$ cat src/rtl/mips_pkg.sv
// mips_pkg: shared opcode/funct encodings, control FSM state codes and ALU
// operation type for the multicycle MIPS core.
package mips_pkg;

  // Primary opcodes (instr[31:26])
  localparam logic [5:0] OP_RTYPE = 6'h00;
  localparam logic [5:0] OP_J     = 6'h02;
  localparam logic [5:0] OP_BEQ   = 6'h04;
  localparam logic [5:0] OP_ADDI  = 6'h08;
  localparam logic [5:0] OP_LW    = 6'h23;
  localparam logic [5:0] OP_SW    = 6'h2B;

  // R-type function codes (instr[5:0])
  localparam logic [5:0] FN_ADD = 6'h20;
  localparam logic [5:0] FN_SUB = 6'h22;
  localparam logic [5:0] FN_AND = 6'h24;
  localparam logic [5:0] FN_OR  = 6'h25;
  localparam logic [5:0] FN_SLT = 6'h2A;

  // Control FSM state codes
  localparam logic [3:0] S_FETCH    = 4'd0;
  localparam logic [3:0] S_DECODE   = 4'd1;
  localparam logic [3:0] S_EXEC_R   = 4'd2;
  localparam logic [3:0] S_EXEC_I   = 4'd3;
  localparam logic [3:0] S_MEM_ADDR = 4'd4;
  localparam logic [3:0] S_MEM_RD   = 4'd5;
  localparam logic [3:0] S_MEM_WR   = 4'd6;
  localparam logic [3:0] S_WB_ALU   = 4'd7;
  localparam logic [3:0] S_WB_MEM   = 4'd8;
  localparam logic [3:0] S_BRANCH   = 4'd9;
  localparam logic [3:0] S_JUMP     = 4'd10;

  typedef enum logic [2:0] {
    ALU_ADD,
    ALU_SUB,
    ALU_AND,
    ALU_OR,
    ALU_SLT
  } alu_op_e;

endpackage

$ cat src/rtl/mips_ctrl_fsm.sv
// mips_ctrl_fsm: multicycle control. Holds the state register, decodes the
// instruction register fields and drives datapath selects and memory handshake.
// beq/j support is compiled in only when MIPS_BRANCH_EN is defined.
module mips_ctrl_fsm
  import mips_pkg::*;
(
  input  logic       clk,
  input  logic       reset,
  input  logic [5:0] opcode,
  input  logic [5:0] funct,
  input  logic       mem_ready,
  output logic [3:0] state,
  output alu_op_e    alu_op,
  output logic       alu_src_imm,
  output logic       reg_write,
  output logic       reg_dst_rd,
  output logic       wb_from_mem,
  output logic       mem_req,
  output logic       mem_we,
  output logic       retired,
  output logic       illegal_op
);

  logic [3:0] state_next;
  logic [3:0] decode_next;
  logic       decode_illegal;
  logic       legal_r;
  alu_op_e    r_op;

  // Map the R-type funct field to an ALU operation and flag unknown functs
  always_comb begin
    legal_r = 1'b1;
    r_op    = ALU_ADD;
    case (funct)
      FN_ADD:  r_op = ALU_ADD;
      FN_SUB:  r_op = ALU_SUB;
      FN_AND:  r_op = ALU_AND;
      FN_OR:   r_op = ALU_OR;
      FN_SLT:  r_op = ALU_SLT;
      default: legal_r = 1'b0;
    endcase
  end

  // Choose the execute state for the opcode; anything unknown goes back to fetch
  always_comb begin
    decode_next    = S_FETCH;
    decode_illegal = 1'b1;
    case (opcode)
      OP_RTYPE: if (legal_r) begin
        decode_next    = S_EXEC_R;
        decode_illegal = 1'b0;
      end
      OP_ADDI: begin
        decode_next    = S_EXEC_I;
        decode_illegal = 1'b0;
      end
      OP_LW, OP_SW: begin
        decode_next    = S_MEM_ADDR;
        decode_illegal = 1'b0;
      end
`ifdef MIPS_BRANCH_EN
      OP_BEQ: begin
        decode_next    = S_BRANCH;
        decode_illegal = 1'b0;
      end
      OP_J: begin
        decode_next    = S_JUMP;
        decode_illegal = 1'b0;
      end
`endif
      default: ;
    endcase
  end

  // Next-state logic; memory states stall until the access completes
  always_comb begin
    state_next = state;
    case (state)
      S_FETCH:            if (mem_ready) state_next = S_DECODE;
      S_DECODE:           state_next = decode_next;
      S_EXEC_R, S_EXEC_I: state_next = S_WB_ALU;
      S_MEM_ADDR:         state_next = (opcode == OP_SW) ? S_MEM_WR : S_MEM_RD;
      S_MEM_RD:           if (mem_ready) state_next = S_WB_MEM;
      S_MEM_WR:           if (mem_ready) state_next = S_FETCH;
      default:            state_next = S_FETCH;
    endcase
  end

  // State register
  always_ff @(posedge clk) begin
    if (reset) state <= S_FETCH;
    else       state <= state_next;
  end

  // Datapath selects and status; reset masks all externally visible strobes
  always_comb begin
    alu_op      = (state == S_EXEC_R) ? r_op : ALU_ADD;
    alu_src_imm = (state != S_EXEC_R);
    reg_write   = (state == S_WB_ALU) || (state == S_WB_MEM);
    reg_dst_rd  = (opcode == OP_RTYPE);
    wb_from_mem = (state == S_WB_MEM);
    mem_req     = !reset && ((state == S_FETCH) || (state == S_MEM_RD) || (state == S_MEM_WR));
    mem_we      = !reset && (state == S_MEM_WR);
    illegal_op  = !reset && (state == S_DECODE) && decode_illegal;
    retired     = !reset && ((state == S_WB_ALU) || (state == S_WB_MEM) ||
                             ((state == S_MEM_WR) && mem_ready) ||
                             (state == S_BRANCH) || (state == S_JUMP) ||
                             ((state == S_DECODE) && decode_illegal));
  end

endmodule

$ cat src/rtl/mips_multicycle_core.sv
// mips_multicycle_core: multicycle MIPS integer subset over a single unified
// req/ready word memory. Register file, ALU and sign extension live here;
// sequencing comes from mips_ctrl_fsm. Define MIPS_BRANCH_EN to add beq and j.
module mips_multicycle_core
  import mips_pkg::*;
#(
  parameter int DATA_WIDTH = 32,
  parameter int ADDR_WIDTH = 8,
  parameter int NREGS      = 32,
  parameter int RESET_PC   = 0
) (
  input  logic                  clk,
  input  logic                  reset,
  output logic                  mem_req,
  output logic                  mem_we,
  output logic [ADDR_WIDTH-1:0] mem_addr,
  output logic [DATA_WIDTH-1:0] mem_wdata,
  input  logic [DATA_WIDTH-1:0] mem_rdata,
  input  logic                  mem_ready,
  output logic                  retired,
  output logic                  illegal_op,
  output logic [ADDR_WIDTH+1:0] pc_o
);

  localparam int PC_W = ADDR_WIDTH + 2;
  localparam int RW   = $clog2(NREGS);
  localparam logic [PC_W-1:0] PC_RESET = PC_W'(RESET_PC);

  logic [PC_W-1:0]       pc;
  logic [31:0]           ir;
  logic [DATA_WIDTH-1:0] a_reg, b_reg, alu_out, mdr;
  logic [DATA_WIDTH-1:0] regs [NREGS];

  logic [3:0]            state;
  alu_op_e               alu_op;
  logic                  alu_src_imm, reg_write, reg_dst_rd, wb_from_mem;
  logic [RW-1:0]         rs, rt, rd, wr_idx;
  logic [DATA_WIDTH-1:0] imm_ext, alu_b, alu_result, rd_a, rd_b;
  logic                  unused_bits;

  mips_ctrl_fsm u_ctrl (
    .clk         (clk),
    .reset       (reset),
    .opcode      (ir[31:26]),
    .funct       (ir[5:0]),
    .mem_ready   (mem_ready),
    .state       (state),
    .alu_op      (alu_op),
    .alu_src_imm (alu_src_imm),
    .reg_write   (reg_write),
    .reg_dst_rd  (reg_dst_rd),
    .wb_from_mem (wb_from_mem),
    .mem_req     (mem_req),
    .mem_we      (mem_we),
    .retired     (retired),
    .illegal_op  (illegal_op)
  );

  assign rs      = ir[21 +: RW];
  assign rt      = ir[16 +: RW];
  assign rd      = ir[11 +: RW];
  assign wr_idx  = reg_dst_rd ? rd : rt;
  assign imm_ext = {{(DATA_WIDTH-16){ir[15]}}, ir[15:0]};
  assign rd_a    = (rs == '0) ? '0 : regs[rs];
  assign rd_b    = (rt == '0) ? '0 : regs[rt];

  assign mem_addr  = (state == S_FETCH) ? pc[PC_W-1:2] : alu_out[ADDR_WIDTH+1:2];
  assign mem_wdata = b_reg;
  assign pc_o      = pc;

`ifdef MIPS_BRANCH_EN
  logic [DATA_WIDTH-1:0] br_off;
  logic [31:0]           jump_target;
  assign br_off      = imm_ext << 2;
  assign jump_target = (32'(pc) & 32'hF000_0000) | {4'b0000, ir[25:0], 2'b00};
  assign unused_bits = ^{ir[10:6], br_off, jump_target};
`else
  assign unused_bits = ^ir[10:6];
`endif

  // ALU: wrapping arithmetic, logic ops and signed set-less-than
  always_comb begin
    alu_b      = alu_src_imm ? imm_ext : b_reg;
    alu_result = '0;
    case (alu_op)
      ALU_ADD: alu_result = a_reg + alu_b;
      ALU_SUB: alu_result = a_reg - alu_b;
      ALU_AND: alu_result = a_reg & alu_b;
      ALU_OR:  alu_result = a_reg | alu_b;
      ALU_SLT: alu_result = DATA_WIDTH'($signed(a_reg) < $signed(alu_b));
      default: alu_result = a_reg + alu_b;
    endcase
  end

  // Datapath registers and register file, advanced per FSM state
  always_ff @(posedge clk) begin
    if (reset) begin
      pc      <= PC_RESET;
      ir      <= '0;
      a_reg   <= '0;
      b_reg   <= '0;
      alu_out <= '0;
      mdr     <= '0;
      for (int i = 0; i < NREGS; i++) regs[i] <= '0;
    end else begin
      case (state)
        S_FETCH: if (mem_ready) begin
          ir <= 32'(mem_rdata);
          pc <= pc + PC_W'(4);
        end
        S_DECODE: begin
          a_reg <= rd_a;
          b_reg <= rd_b;
        end
        S_EXEC_R, S_EXEC_I, S_MEM_ADDR: alu_out <= alu_result;
        S_MEM_RD: if (mem_ready) mdr <= mem_rdata;
`ifdef MIPS_BRANCH_EN
        S_BRANCH: if (a_reg == b_reg) pc <= pc + br_off[PC_W-1:0];
        S_JUMP:   pc <= jump_target[PC_W-1:0];
`endif
        default: ;
      endcase
      if (reg_write && (wr_idx != '0))
        regs[wr_idx] <= wb_from_mem ? mdr : alu_out;
    end
  end

endmodule

$ cat config.mk
export PLATFORM = sky130hd
export DESIGN_NAME = mips_multicycle_core
export DESIGN_NICKNAME = d
export VERILOG_FILES = /design/src/rtl/mips_pkg.sv /design/src/rtl/mips_ctrl_fsm.sv /design/src/rtl/mips_multicycle_core.sv
export SDC_FILE = /design/constraint.sdc
export NUM_CORES = 2
export LEC_CHECK = 0
export ABC_AREA = 1
export CAP_MARGIN = 20
export CORE_ASPECT_RATIO = 0.75
export CORE_MARGIN = 10
export CORE_UTILIZATION = 25
export DETAILED_ROUTE_END_ITERATION = 12
export HOLD_SLACK_MARGIN = 0.08
export RECOVER_POWER = 25
export SYNTH_ARGS = -nofsm -noshare
export SYNTH_HDL_FRONTEND = slang
export SYNTH_SLANG_ARGS = --single-unit
$ cat constraint.sdc
create_clock -name clk -period 4.1 [get_ports clk]
set_clock_uncertainty 0.1 [all_clocks]
set_input_delay 1.23 -clock clk [delete_from_list [all_inputs] [get_ports clk]]
set_output_delay 1.23 -clock clk [all_outputs]
set_load 0.01 [all_outputs]
==> run_summary.xml <==
<?xml version="1.0" encoding="UTF-8"?>
<metrics>
  <group name="finish">
    <metric name="finalCoreUtilization" unit="%">28.8</metric>
    <metric name="layout.cells.most_common_list" unit="">sky130_fd_sc_hd__nor2_1 (2,112), sky130_fd_sc_hd__edfxtp_1 (1,024), sky130_fd_sc_hd__o21ai_0 (680), sky130_fd_sc_hd__nand2_1 (567), sky130_fd_sc_hd__nand3_1 (562)</metric>
    <metric name="number_of_flip_flops_under_the_largest_register_name" unit="">1024</metric>
    <metric name="syn_to_final_growth" unit="%">14.1</metric>
    <metric name="largest-register" unit="">regs</metric>
    <metric name="drive_gt1_share" unit="%">7.44</metric>
    <metric name="num_antenna_cells" unit="">0</metric>
    <metric name="layout.cells.most_common" unit="">sky130_fd_sc_hd__nor2_1</metric>
    <metric name="finalNetCount" unit="">7737</metric>
  </group>
  <group name="power">
    <metric name="power.density" unit="nW/um2">435</metric>
    <metric name="max-vdd-ir-drop" unit="V">0.000345</metric>
    <metric name="p_total" unit="mW">33.5</metric>
    <metric name="static-leakage-power" unit="nW">26.4</metric>
  </group>
  <group name="clocking">
    <metric name="clk_path_buf_depth" unit="">3</metric>
    <metric name="cts-htree-levels" unit="">3</metric>
    <metric name="clockRootBuffer" unit="">sky130_fd_sc_hd__clkbuf_16</metric>
    <metric name="cts_made_buffers" unit="">118</metric>
    <metric name="path_clk_slew" unit="ps">70</metric>
    <metric name="tritoncts_num_sinks" unit="">1206</metric>
    <metric name="clock_tree_from_tritoncts" unit="">yes</metric>
    <metric name="clkLatencyLatePin" unit="ps">790</metric>
  </group>
  <group name="yosys">
    <metric name="yosysTopAreaCell" unit="">sky130_fd_sc_hd__edfxtp_1</metric>
    <metric name="synthesis.instances" unit="">7827</metric>
    <metric name="avg_inst_size_synth" unit="um2">8.60</metric>
    <metric name="ys_seq_elements" unit="">1206</metric>
    <metric name="ys.warnings.count" unit="">0</metric>
    <metric name="postSynth.topFlopCell" unit="">sky130_fd_sc_hd__edfxtp_1</metric>
    <metric name="netlist-cell-type-count" unit="">44</metric>
    <metric name="area_share_of_the_largest_cell_type_after_synthesis" unit="%">45.7</metric>
    <metric name="mappedNetlistArea" unit="um2">67400</metric>
    <metric name="synth-edff-count" unit="">1024</metric>
    <metric name="synth_sequential_area_ratio" unit="%">51.1</metric>
    <metric name="synth_top_cells_by_area" unit="">sky130_fd_sc_hd__edfxtp_1 (46%), sky130_fd_sc_hd__nor2_1 (12%), sky130_fd_sc_hd__o221ai_1 (6.7%)</metric>
    <metric name="synthArstFlopShare" unit="%">0</metric>
  </group>
  <group name="timing">
    <metric name="setup_violations" unit="">0</metric>
    <metric name="max_slew_violations" unit="">55</metric>
    <metric name="finalHoldViolations" unit="">0</metric>
    <metric name="fin_worst_hold_slack" unit="ps">353</metric>
    <metric name="finalCriticalPeriod" unit="ps">3990</metric>
    <metric name="worst_slew_pin_slew" unit="ps">1820</metric>
    <metric name="timing.slew.headroom" unit="%">-21.6</metric>
    <metric name="final_min_period_over_clock_period" unit="%">97.4</metric>
    <metric name="clock.fmax" unit="MHz">250</metric>
  </group>
  <group name="routing">
    <metric name="vias_per_cell" unit="">5.55</metric>
    <metric name="drc" unit="">0</metric>
    <metric name="detailroute.via_count" unit="">62625</metric>
    <metric name="drtAntennaViolNets" unit="">0</metric>
    <metric name="wl" unit="um">276000</metric>
    <metric name="drt_pass_1_iters" unit="">9</metric>
    <metric name="routed_wire_length_per_instance" unit="um">24.5</metric>
    <metric name="drc_violation_total_after_the_first_tritonroute_iteration" unit="">10885</metric>
  </group>
  <group name="critical_path">
    <metric name="cells_along_the_critical_path" unit="">nor2_2 -&gt; inv_1 -&gt; nor2_4 -&gt; clkinvlp_4 -&gt; o21ai_0 -&gt; clkdlybuf4s50_1</metric>
    <metric name="critical-path-top-delay-family" unit="">buffers and inverters</metric>
    <metric name="cp_slowest_cell" unit="">sky130_fd_sc_hd__clkdlybuf4s50_1</metric>
    <metric name="cp.required" unit="ps">2770</metric>
    <metric name="worst-path-max-fanout" unit="">7</metric>
    <metric name="worstRegToRegCells" unit="">21</metric>
    <metric name="worst_setup_path_start_kind" unit="">register</metric>
    <metric name="timing.critical_path.to_type" unit="">primary output</metric>
    <metric name="stage_delay_of_the_slowest_cell_on_the_critical_path" unit="ps">580</metric>
    <metric name="critPathBufInv" unit="">3</metric>
    <metric name="critical_path_class" unit="">reg2out</metric>
    <metric name="critical_path_depth_in_cells" unit="">6</metric>
    <metric name="critical_path_arrival" unit="ps">2660</metric>
  </group>
  <group name="floorplanning">
    <metric name="floorplan.die.height" unit="um">470</metric>
    <metric name="start_util" unit="%">25.2</metric>
    <metric name="placementRows" unit="">164</metric>
    <metric name="horizontal_extent_of_the_die" unit="um">619</metric>
    <metric name="die_outline_area" unit="um2">291000</metric>
    <metric name="io_pins" unit="">89</metric>
    <metric name="core-area" unit="um2">267000</metric>
  </group>
  <group name="global_routing">
    <metric name="globalRoute.totalOverflow" unit="">0</metric>
    <metric name="grt_usage" unit="%">17.9</metric>
    <metric name="antenna_found_initial" unit="">2</metric>
    <metric name="grt_max_degree" unit="">158</metric>
    <metric name="grt_first_pass_wirelength" unit="um">397000</metric>
    <metric name="grt_pass1_vias" unit="">59298</metric>
  </group>
  <group name="flow_run">
    <metric name="cap_violations" unit="">1</metric>
  </group>
  <group name="placement">
    <metric name="hpwl" unit="um">167000</metric>
    <metric name="port_bufs" unit="">86</metric>
    <metric name="finalWeightedCongestion" unit="">0.980</metric>
  </group>
  <group name="outcome">
    <metric name="violations" unit="">max-capacitance violations, max-slew violations</metric>
    <metric name="run_status" unit="">complete, but fails checks</metric>
  </group>
  <group name="min_path">
    <metric name="hold_class" unit="">reg2reg</metric>
    <metric name="hold_path_depth" unit="">2</metric>
  </group>
</metrics>
-- path summary, 6_finish.rpt --
check                       start           to  slack, ps
setup / recovery  u_ctrl.state[3]  mem_addr[4]        110
hold / removal            mdr[12]      mdr[12]        350
setup reg to reg  u_ctrl.state[1]  alu_out[23]        320
hold reg to reg           mdr[12]      mdr[12]        350
-- cell usage after synthesis, types with 18 or more instances --
master	count
sky130_fd_sc_hd__buf_1	47
sky130_fd_sc_hd__nand4_1	24
sky130_fd_sc_hd__ha_1	99
sky130_fd_sc_hd__edfxtp_1	1024
sky130_fd_sc_hd__dfxtp_1	182
sky130_fd_sc_hd__buf_2	89
sky130_fd_sc_hd__nand2_1	614
sky130_fd_sc_hd__a21oi_1	198
sky130_fd_sc_hd__clkbuf_1	577
sky130_fd_sc_hd__nand3_1	565
sky130_fd_sc_hd__nor2_1	2118
sky130_fd_sc_hd__o21ai_0	713
sky130_fd_sc_hd__o221ai_1	519
sky130_fd_sc_hd__o21bai_1	461
sky130_fd_sc_hd__o22ai_1	18
sky130_fd_sc_hd__inv_1	411
sky130_fd_sc_hd__mux2i_1	64
-- report_power, final --
part	internal (mW)	switching, mW
Clock	6.35	5.12
Sequential	13.8	0.485
Combinational	2.27	5.46
-- through the flow --
| step | instances | area [um2] | setup WS [ps] | setup TNS (ps) |
|---|---|---|---|---|
| after detailed placement | 11048 | 72800 | 31.3 | 0 |
| after floorplan | 7860 | 67500 | 431 | 0 |
| after global routing | 11275 | 76800 | -31.3 | -48.5 |
| after global placement | 11048 | 72800 | -72.1 | -72.1 |
| after CTS | 11273 | 76800 | 0.891 | 0 |
| final | 11275 | 76800 | 107 | 0 |
-- what timing repair did --
| action | CTS | global route |
|---|---|---|
| setup endpoints to repair | 2 | 17 |
| gates resized for setup | 6 | 13 |
| pin swaps | 1 | 2 |
| buffers inserted | 0 | 1 |
| hold buffers | 0 | 0 |
| gates cloned | 0 | 1 |
-- routing by layer --
layer	track usage [%]	wire length, um	vias to the layer above
li1	-	-	26934
met1	25.0	112000	30172
met2	25.7	113000	4687
met3	4.80	37300	830
met4	7.56	13800	2
met5	0	13	-
-- tightest hold or removal path, delay by kind of cell, from the launching register on --
kind,cells,cell delay [ps]
AO/OA/AOI/OAI,1,50
flip-flops,1,300
buffers and inverters,1,60
-- layout make-up --
class	instances	area, um2
Fill cell	27802	190000
Sequential cell	1206	34400
Multi-Input combinational cell	5517	29000
Tap cell	3569	4470
Timing Repair Buffer	335	3340
Clock buffer	157	3300
Inverter	422	1620
Clock inverter	68	662
Timing Repair inverter	1	7.51
-- kinds of logic after synthesis --
| logic type | Yosys count | share of synthesized area [%] |
|---|---|---|
| other | 1 | 0.00557 |
| buffers and inverters | 1137 | 6.51 |
| AO/OA/AOI/OAI | 1934 | 19.1 |
| multiplexers | 64 | 0.951 |
| flip-flops | 1206 | 51.1 |
| XOR/XNOR | 14 | 0.182 |
| adder cells (fa/ha/maj) | 101 | 1.90 |
| AND/OR/NAND/NOR | 3370 | 20.2 |
Note: power is estimated with default switching activity, not from simulation.
